## config.mk

```make
export PLATFORM = sky130hd
export DESIGN_NAME = char_health_ctrl
export DESIGN_NICKNAME = d
export VERILOG_FILES = /design/src/rtl/char_health_ctrl.sv
export SDC_FILE = /design/constraint.sdc
export NUM_CORES = 1
export LEC_CHECK = 0
export ABC_AREA = 1
export CAP_MARGIN = 10
export CELL_PAD_IN_SITES_DETAIL_PLACEMENT = 0
export CELL_PAD_IN_SITES_GLOBAL_PLACEMENT = 1
export CORE_MARGIN = 2
export CORE_UTILIZATION = 39
export DETAILED_ROUTE_END_ITERATION = 10
export PLACE_DENSITY = 0.78
export SYNTH_ARGS = -nofsm -noshare
export SYNTH_HDL_FRONTEND = slang
export SYNTH_SLANG_ARGS = --single-unit
```

## constraint.sdc

```tcl
create_clock -name clk -period 2.7 [get_ports clk]
set_input_delay 0.54 -clock clk [delete_from_list [all_inputs] [get_ports clk]]
set_output_delay 0.54 -clock clk [all_outputs]
set_load 0.02 [all_outputs]
```

## src/rtl/char_health_ctrl.sv

```systemverilog
// Player hit-point controller: arbitrates damage and heal requests onto a single HP register,
// and sequences invulnerability frames, heal cooldown and death.
module char_health_ctrl #(
  parameter int IFRAMES       = 60,
  parameter int HEAL_COOLDOWN = 30,
  parameter int HP_MELEE      = 8,
  parameter int HP_ARCHER     = 6,
  parameter int HP_DEFAULT    = 5
) (
  input  logic       clk,
  input  logic       rst,
  input  logic       frame_tick,
  input  logic       game_start,
  input  logic [1:0] game_active,
  input  logic [1:0] char_class,
  input  logic       dmg_req,
  input  logic [3:0] dmg_amt,
  input  logic       heal_req,
  input  logic [3:0] heal_amt,
  output logic       dmg_ack,
  output logic       heal_ack,
  output logic [3:0] char_hp,
  output logic [3:0] max_hp,
  output logic       invuln,
  output logic       blink,
  output logic       dead
);

  localparam int IFW = $clog2(IFRAMES + 1);
  localparam int HCW = $clog2(HEAL_COOLDOWN + 1);
  localparam logic [IFW-1:0] IFRAMES_V  = IFW'(IFRAMES);
  localparam logic [HCW-1:0] HEAL_CD_V  = HCW'(HEAL_COOLDOWN);

  typedef enum logic [1:0] {
    IDLE   = 2'd0,
    ALIVE  = 2'd1,
    INVULN = 2'd2,
    DEAD   = 2'd3
  } state_t;

  state_t         state_q, state_nx;
  logic [3:0]     hp_q, hp_nx;
  logic [3:0]     max_q, max_nx;
  logic [IFW-1:0] iframe_cnt, iframe_nx;
  logic [HCW-1:0] heal_cd, heal_cd_nx;
  logic           dack_q, dack_nx;
  logic           hack_q, hack_nx;
  logic [3:0]     class_hp;
  logic [4:0]     heal_sum;
  logic           dmg_take;
  logic           heal_take;

  always_comb begin
    case (char_class)
      2'd1:    class_hp = 4'(HP_MELEE);
      2'd2:    class_hp = 4'(HP_ARCHER);
      default: class_hp = 4'(HP_DEFAULT);
    endcase
  end

  // Five-bit sum so a large heal on a high HP value clamps to max instead of wrapping.
  assign heal_sum = {1'b0, hp_q} + {1'b0, heal_amt};

  always_comb begin
    state_nx   = state_q;
    hp_nx      = hp_q;
    max_nx     = max_q;
    iframe_nx  = iframe_cnt;
    heal_cd_nx = heal_cd;
    dack_nx    = 1'b0;
    hack_nx    = 1'b0;
    dmg_take   = 1'b0;
    heal_take  = 1'b0;

    if (game_start) begin
      max_nx     = class_hp;
      hp_nx      = class_hp;
      iframe_nx  = '0;
      heal_cd_nx = '0;
      state_nx   = ALIVE;
    end else if (game_active == 2'd1 && state_q != IDLE) begin
      if (frame_tick) begin
        if (iframe_cnt != '0) begin
          iframe_nx = iframe_cnt - IFW'(1);
          if (iframe_cnt == IFW'(1) && state_q == INVULN) state_nx = ALIVE;
        end
        if (heal_cd != '0) heal_cd_nx = heal_cd - HCW'(1);
      end

      // A held dmg_req still blocks heals in its post-ack cycle, so heals wait for it to drop.
      dmg_take  = dmg_req && !dack_q;
      heal_take = heal_req && !dmg_req && !hack_q && (state_q == DEAD || heal_cd == '0);

      if (dmg_take) begin
        dack_nx = 1'b1;
        if (state_q == ALIVE) begin
          if (dmg_amt >= hp_q) begin
            hp_nx    = 4'd0;
            state_nx = DEAD;
          end else begin
            hp_nx = hp_q - dmg_amt;
            if (dmg_amt != 4'd0) begin
              state_nx  = INVULN;
              iframe_nx = IFRAMES_V;
            end
          end
        end
      end else if (heal_take) begin
        hack_nx = 1'b1;
        if (state_q != DEAD && heal_amt != 4'd0) begin
          hp_nx      = (heal_sum > {1'b0, max_q}) ? max_q : heal_sum[3:0];
          heal_cd_nx = HEAL_CD_V;
        end
      end
    end
  end

  always_ff @(posedge clk or negedge rst) begin
    if (!rst) begin
      state_q    <= IDLE;
      hp_q       <= 4'd0;
      max_q      <= 4'd0;
      iframe_cnt <= '0;
      heal_cd    <= '0;
      dack_q     <= 1'b0;
      hack_q     <= 1'b0;
    end else begin
      state_q    <= state_nx;
      hp_q       <= hp_nx;
      max_q      <= max_nx;
      iframe_cnt <= iframe_nx;
      heal_cd    <= heal_cd_nx;
      dack_q     <= dack_nx;
      hack_q     <= hack_nx;
    end
  end

  assign dmg_ack  = dack_q;
  assign heal_ack = hack_q;
  assign char_hp  = hp_q;
  assign max_hp   = max_q;
  assign invuln   = (state_q == INVULN);
  assign blink    = invuln & iframe_cnt[2];
  assign dead     = (state_q == DEAD);

endmodule

```

==> run_results.csv, run 1 <==
group,metric,value,unit
outcome,status,"completed",
worst_hold_path,holdPathEnd,"heal_cd[1]",
critical_path,crit_fanout,7,
critical_path,cp.required,2910,ps
timing,setup_viol,0,
cells_and_area,stdcell_count,370,
route,dr.pass1.iters,4,
timing,holdWs,543,ps
die,start_util,40.9,%
clock_network,cts_buffers,3,
yosys,synth.area.mux_share,0,%
die,dieHeight,74.6,um
yosys,yosysWarnings,0,
clock_network,cts_tree,"yes",
route,post_drt_wl_per_cell,13.7,um
grt,grt_max_degree,24,
clock_network,clk_path_buf_depth,2,
grt,grt_pass1_wl,8.29,mm
route,vias,1834,
yosys,yosysUniqueCellTypes,35,
timing,skew,1.63,ps
worst_hold_path,min_from,"heal_cd[1]",
cells_and_area,final_layout_size_suffix_gt1_share,16.5,%
yosys,synth-adder-area-share,14.3,%
pwr,sw_frac_of_total,46.8,%
grt,grt.total_usage,19.4,%
yosys,yosysSeqAreaShare,29.6,%
yosys,ys_ff_latch,23,
critical_path,cp-start-kind,"input pin",
grt,antenna_found_initial,0,
critical_path,cp.arrival,2740,ps
route,via_per_inst,4.96,
die,io_pins,31,
pwr,p_total,2.20,mW
clock_network,clock_latency,270,ps
cells_and_area,mostFrequentLayoutCells,"51 x nand2_1, 39 x inv_1, 28 x clkdlybuf4s50_1",
critical_path,r2r_cells,15,
timing,worstMarginPinSlew,488,ps
timing,clock.fmax,394,MHz
place,dp.cells,363,
die,dieArea,0.00557,sq mm
yosys,synth_cells,259,
pwr,netSwitchingPower,1.03,mW
die,row_count,25,
critical_path,r2r_slack,250,ps
route,wl,5.08,mm
place,port_buffers,30,
pwr,p_int,1.17,mW
route,drc_errors,0,
critical_path,critPathCaptureType,"flip-flop",
pwr,p_leak,1.23,nW
job,max_cap_viol_count,0,
pwr,pwr-share-clk,10.5,%
worst_hold_path,min_path_type,"reg2reg",
grt,grt_overflow,0,
grt,grt_pass1_vias,1740,
clock_network,cts.clk_slew.worst_paths,90,ps
pwr,power_density,880,mW/mm^2
cells_and_area,mostFrequentLayoutCell,"nand2_1",
timing,hold_violations,0,
cells_and_area,syn_to_final_growth,28.4,%
timing,min_period,2540,ps
place,place_congestion,0.822,
cells_and_area,diodes,0,
critical_path,r2r-end,"char_hp[0]",
yosys,synth-simple-area-share,26.4,%
yosys,synth_compound_area_share,15.1,%
clock_network,cts-root-buf,"clkbuf_8",
clock_network,clock-sinks,23,
timing,worst_slack,163,ps
yosys,synth_xor_area_share,3.15,%
timing,drv_slew,0,
place,dpl_worst_slack,-446,ps
place,place_hpwl,3.93,mm
timing,relSlewSlack,67.4,%
yosys,syn_nets,298,
route,ant_nets,0,
cells_and_area,finalNetCount,343,
die,fp.coreArea,0.00475,sq mm
worst_hold_path,worstHoldPathCells,1,
clock_network,htreeDepth,1,
cells_and_area,final_util,52.6,%
yosys,syn-cell-area,0.00195,sq mm
critical_path,crit_type,"in2reg",
timing,fin_crit_sh,94.0,%
pwr,p_comb_share,65.3,%
route,drt_iter0_drc,96,
pwr,irDropWorstVdd,0.627,mV
pwr,seq_power_share,24.2,%
critical_path,r2r-start,"char_hp[1]",
yosys,avgSynthCellArea,7.51,sq um
die,die_w,74.6,um
yosys,synth_top_family_by_area,"simple AND/OR/NAND/NOR gates",
==> per-stage QoR <==
stage | setup TNS (ps) | instance area (sq um)
3_5_place_dp | -1680 | 2380
2_1_floorplan | 0 | 1950
5_1_grt | -11.5 | 2500
3_3_place_gp | -1250 | 2380
4_1_cts | 0 | 2460
6_report | 0 | 2500
==> how the worst max path moves through the flow <==
stage                startpoint    endpoint  cells past startpoint  slack, ps
finish              heal_amt[0]  char_hp[0]                     17        160
global placement    heal_amt[0]  char_hp[0]                     17       -340
CTS                 heal_amt[1]  char_hp[0]                     16         40
global route        heal_amt[0]  char_hp[0]                     17        -10
detailed placement  heal_amt[0]  char_hp[0]                     17       -450
floorplan           heal_amt[0]  char_hp[0]                     16        280
==> power by group through the flow <==
stage / clock network (mW) / registers (mW) / logic, mW
floorplan: 0 / 0.554 / 0.854
global placement: 0 / 0.539 / 1.27
detailed placement: 0 / 0.536 / 1.28
CTS: 0.233 / 0.531 / 1.33
global route: 0.252 / 0.544 / 1.62
finish: 0.231 / 0.532 / 1.43
==> cells in the mapped netlist <==
| master | number | share of area (%) |
|---|---|---|
| a21oi_1 | 19 | 4.9 |
| a221oi_2 | 1 | 0.77 |
| a31oi_1 | 3 | 0.96 |
| a32o_1 | 1 | 0.51 |
| buf_4 | 1 | 0.39 |
| buf_6 | 1 | 0.58 |
| bufinv_8 | 1 | 0.90 |
| clkbuf_1 | 1 | 0.19 |
| dfrtp_1 | 23 | 30 |
| fa_1 | 2 | 2.1 |
| ha_1 | 19 | 12 |
| inv_1 | 40 | 7.7 |
| inv_2 | 7 | 1.4 |
| inv_4 | 1 | 0.32 |
| nand2_1 | 53 | 10 |
| nand2_2 | 3 | 0.96 |
| nand2_4 | 2 | 1.2 |
| nand3_1 | 11 | 2.8 |
| nand3_2 | 1 | 0.51 |
| nand3b_1 | 1 | 0.39 |
| nand4_1 | 6 | 1.9 |
| nor2_1 | 13 | 2.5 |
| nor2_2 | 2 | 0.64 |
| nor2_8 | 1 | 1.0 |
| nor3_1 | 4 | 1.0 |
| nor3_2 | 2 | 1.0 |
| nor4_1 | 2 | 0.64 |
| nor4_4 | 1 | 1.1 |
| o211ai_1 | 3 | 1.2 |
| o21ai_0 | 23 | 5.9 |
| o21ai_1 | 2 | 0.51 |
| o21bai_1 | 1 | 0.39 |
| or2_4 | 1 | 0.45 |
| xnor2_1 | 3 | 1.4 |
| xor2_1 | 4 | 1.8 |
==> metal layers <==
layer / vias to the layer above / share of wire [%] / GRT usage, %
li1: 938 / - / -
met4: 0 / 0.37 / 2.38
met2: 27 / 48 / 32.6
met1: 867 / 49 / 27.0
met5: - / 0 / 0
met3: 2 / 2.9 / 3.48
==> timing repair <==
item	in CTS	in global routing
endpoints found under the setup margin	4	4
pin swaps	7	7
gates resized for setup	5	9
buffers inserted	2	1
hold buffers	0	0
==> sequential cells by signal (all words and copies together) (netlist names) <==
register / count
max_hp: 4
state_q: 2
dmg_ack: 1
iframe_cnt: 6
heal_ack: 1
char_hp: 4
heal_cd: 5
==> worst max-delay path, cell delays in order <==
cell	delay, ps
dlygate4sd2_1	250
ha_2	190
inv_1	50
fa_2	380
xnor2_2	150
ha_1	310
a21oi_1	130
nand2_1	60
nand2_1	50
nand2_1	50
nand2_2	90
nand2_4	80
nand2_1	80
nand3_1	60
nand2_1	60
nand2_1	60
a21oi_2	130
==> cell type report <==
type / instances / area (sq um)
multi-input cells: 184 / 1190
clock buffers: 3 / 41.3
flip-flops and latches: 23 / 576
fillers: 504 / 2260
inverters: 49 / 200
repair buffers: 43 / 399
well taps: 67 / 83.8
clock inverters: 1 / 5.00
==> cell families after synthesis <==
kind of cell | count (synthesis)
fa+ha+maj | 21
buf+inv | 52
flops | 23
xor+xnor | 7
compound gates | 53
simple gates | 103
Note: power is estimated with default switching activity, not from simulation.
==> run 2, diff against run 1 <==
GPL_TIMING_DRIVEN = 1   (was not set)
SKIP_LAST_GASP = 1   (was not set)
==> results of run 2 <==
Same layout as run 1: the final DEF is identical, and so are final timing and power.
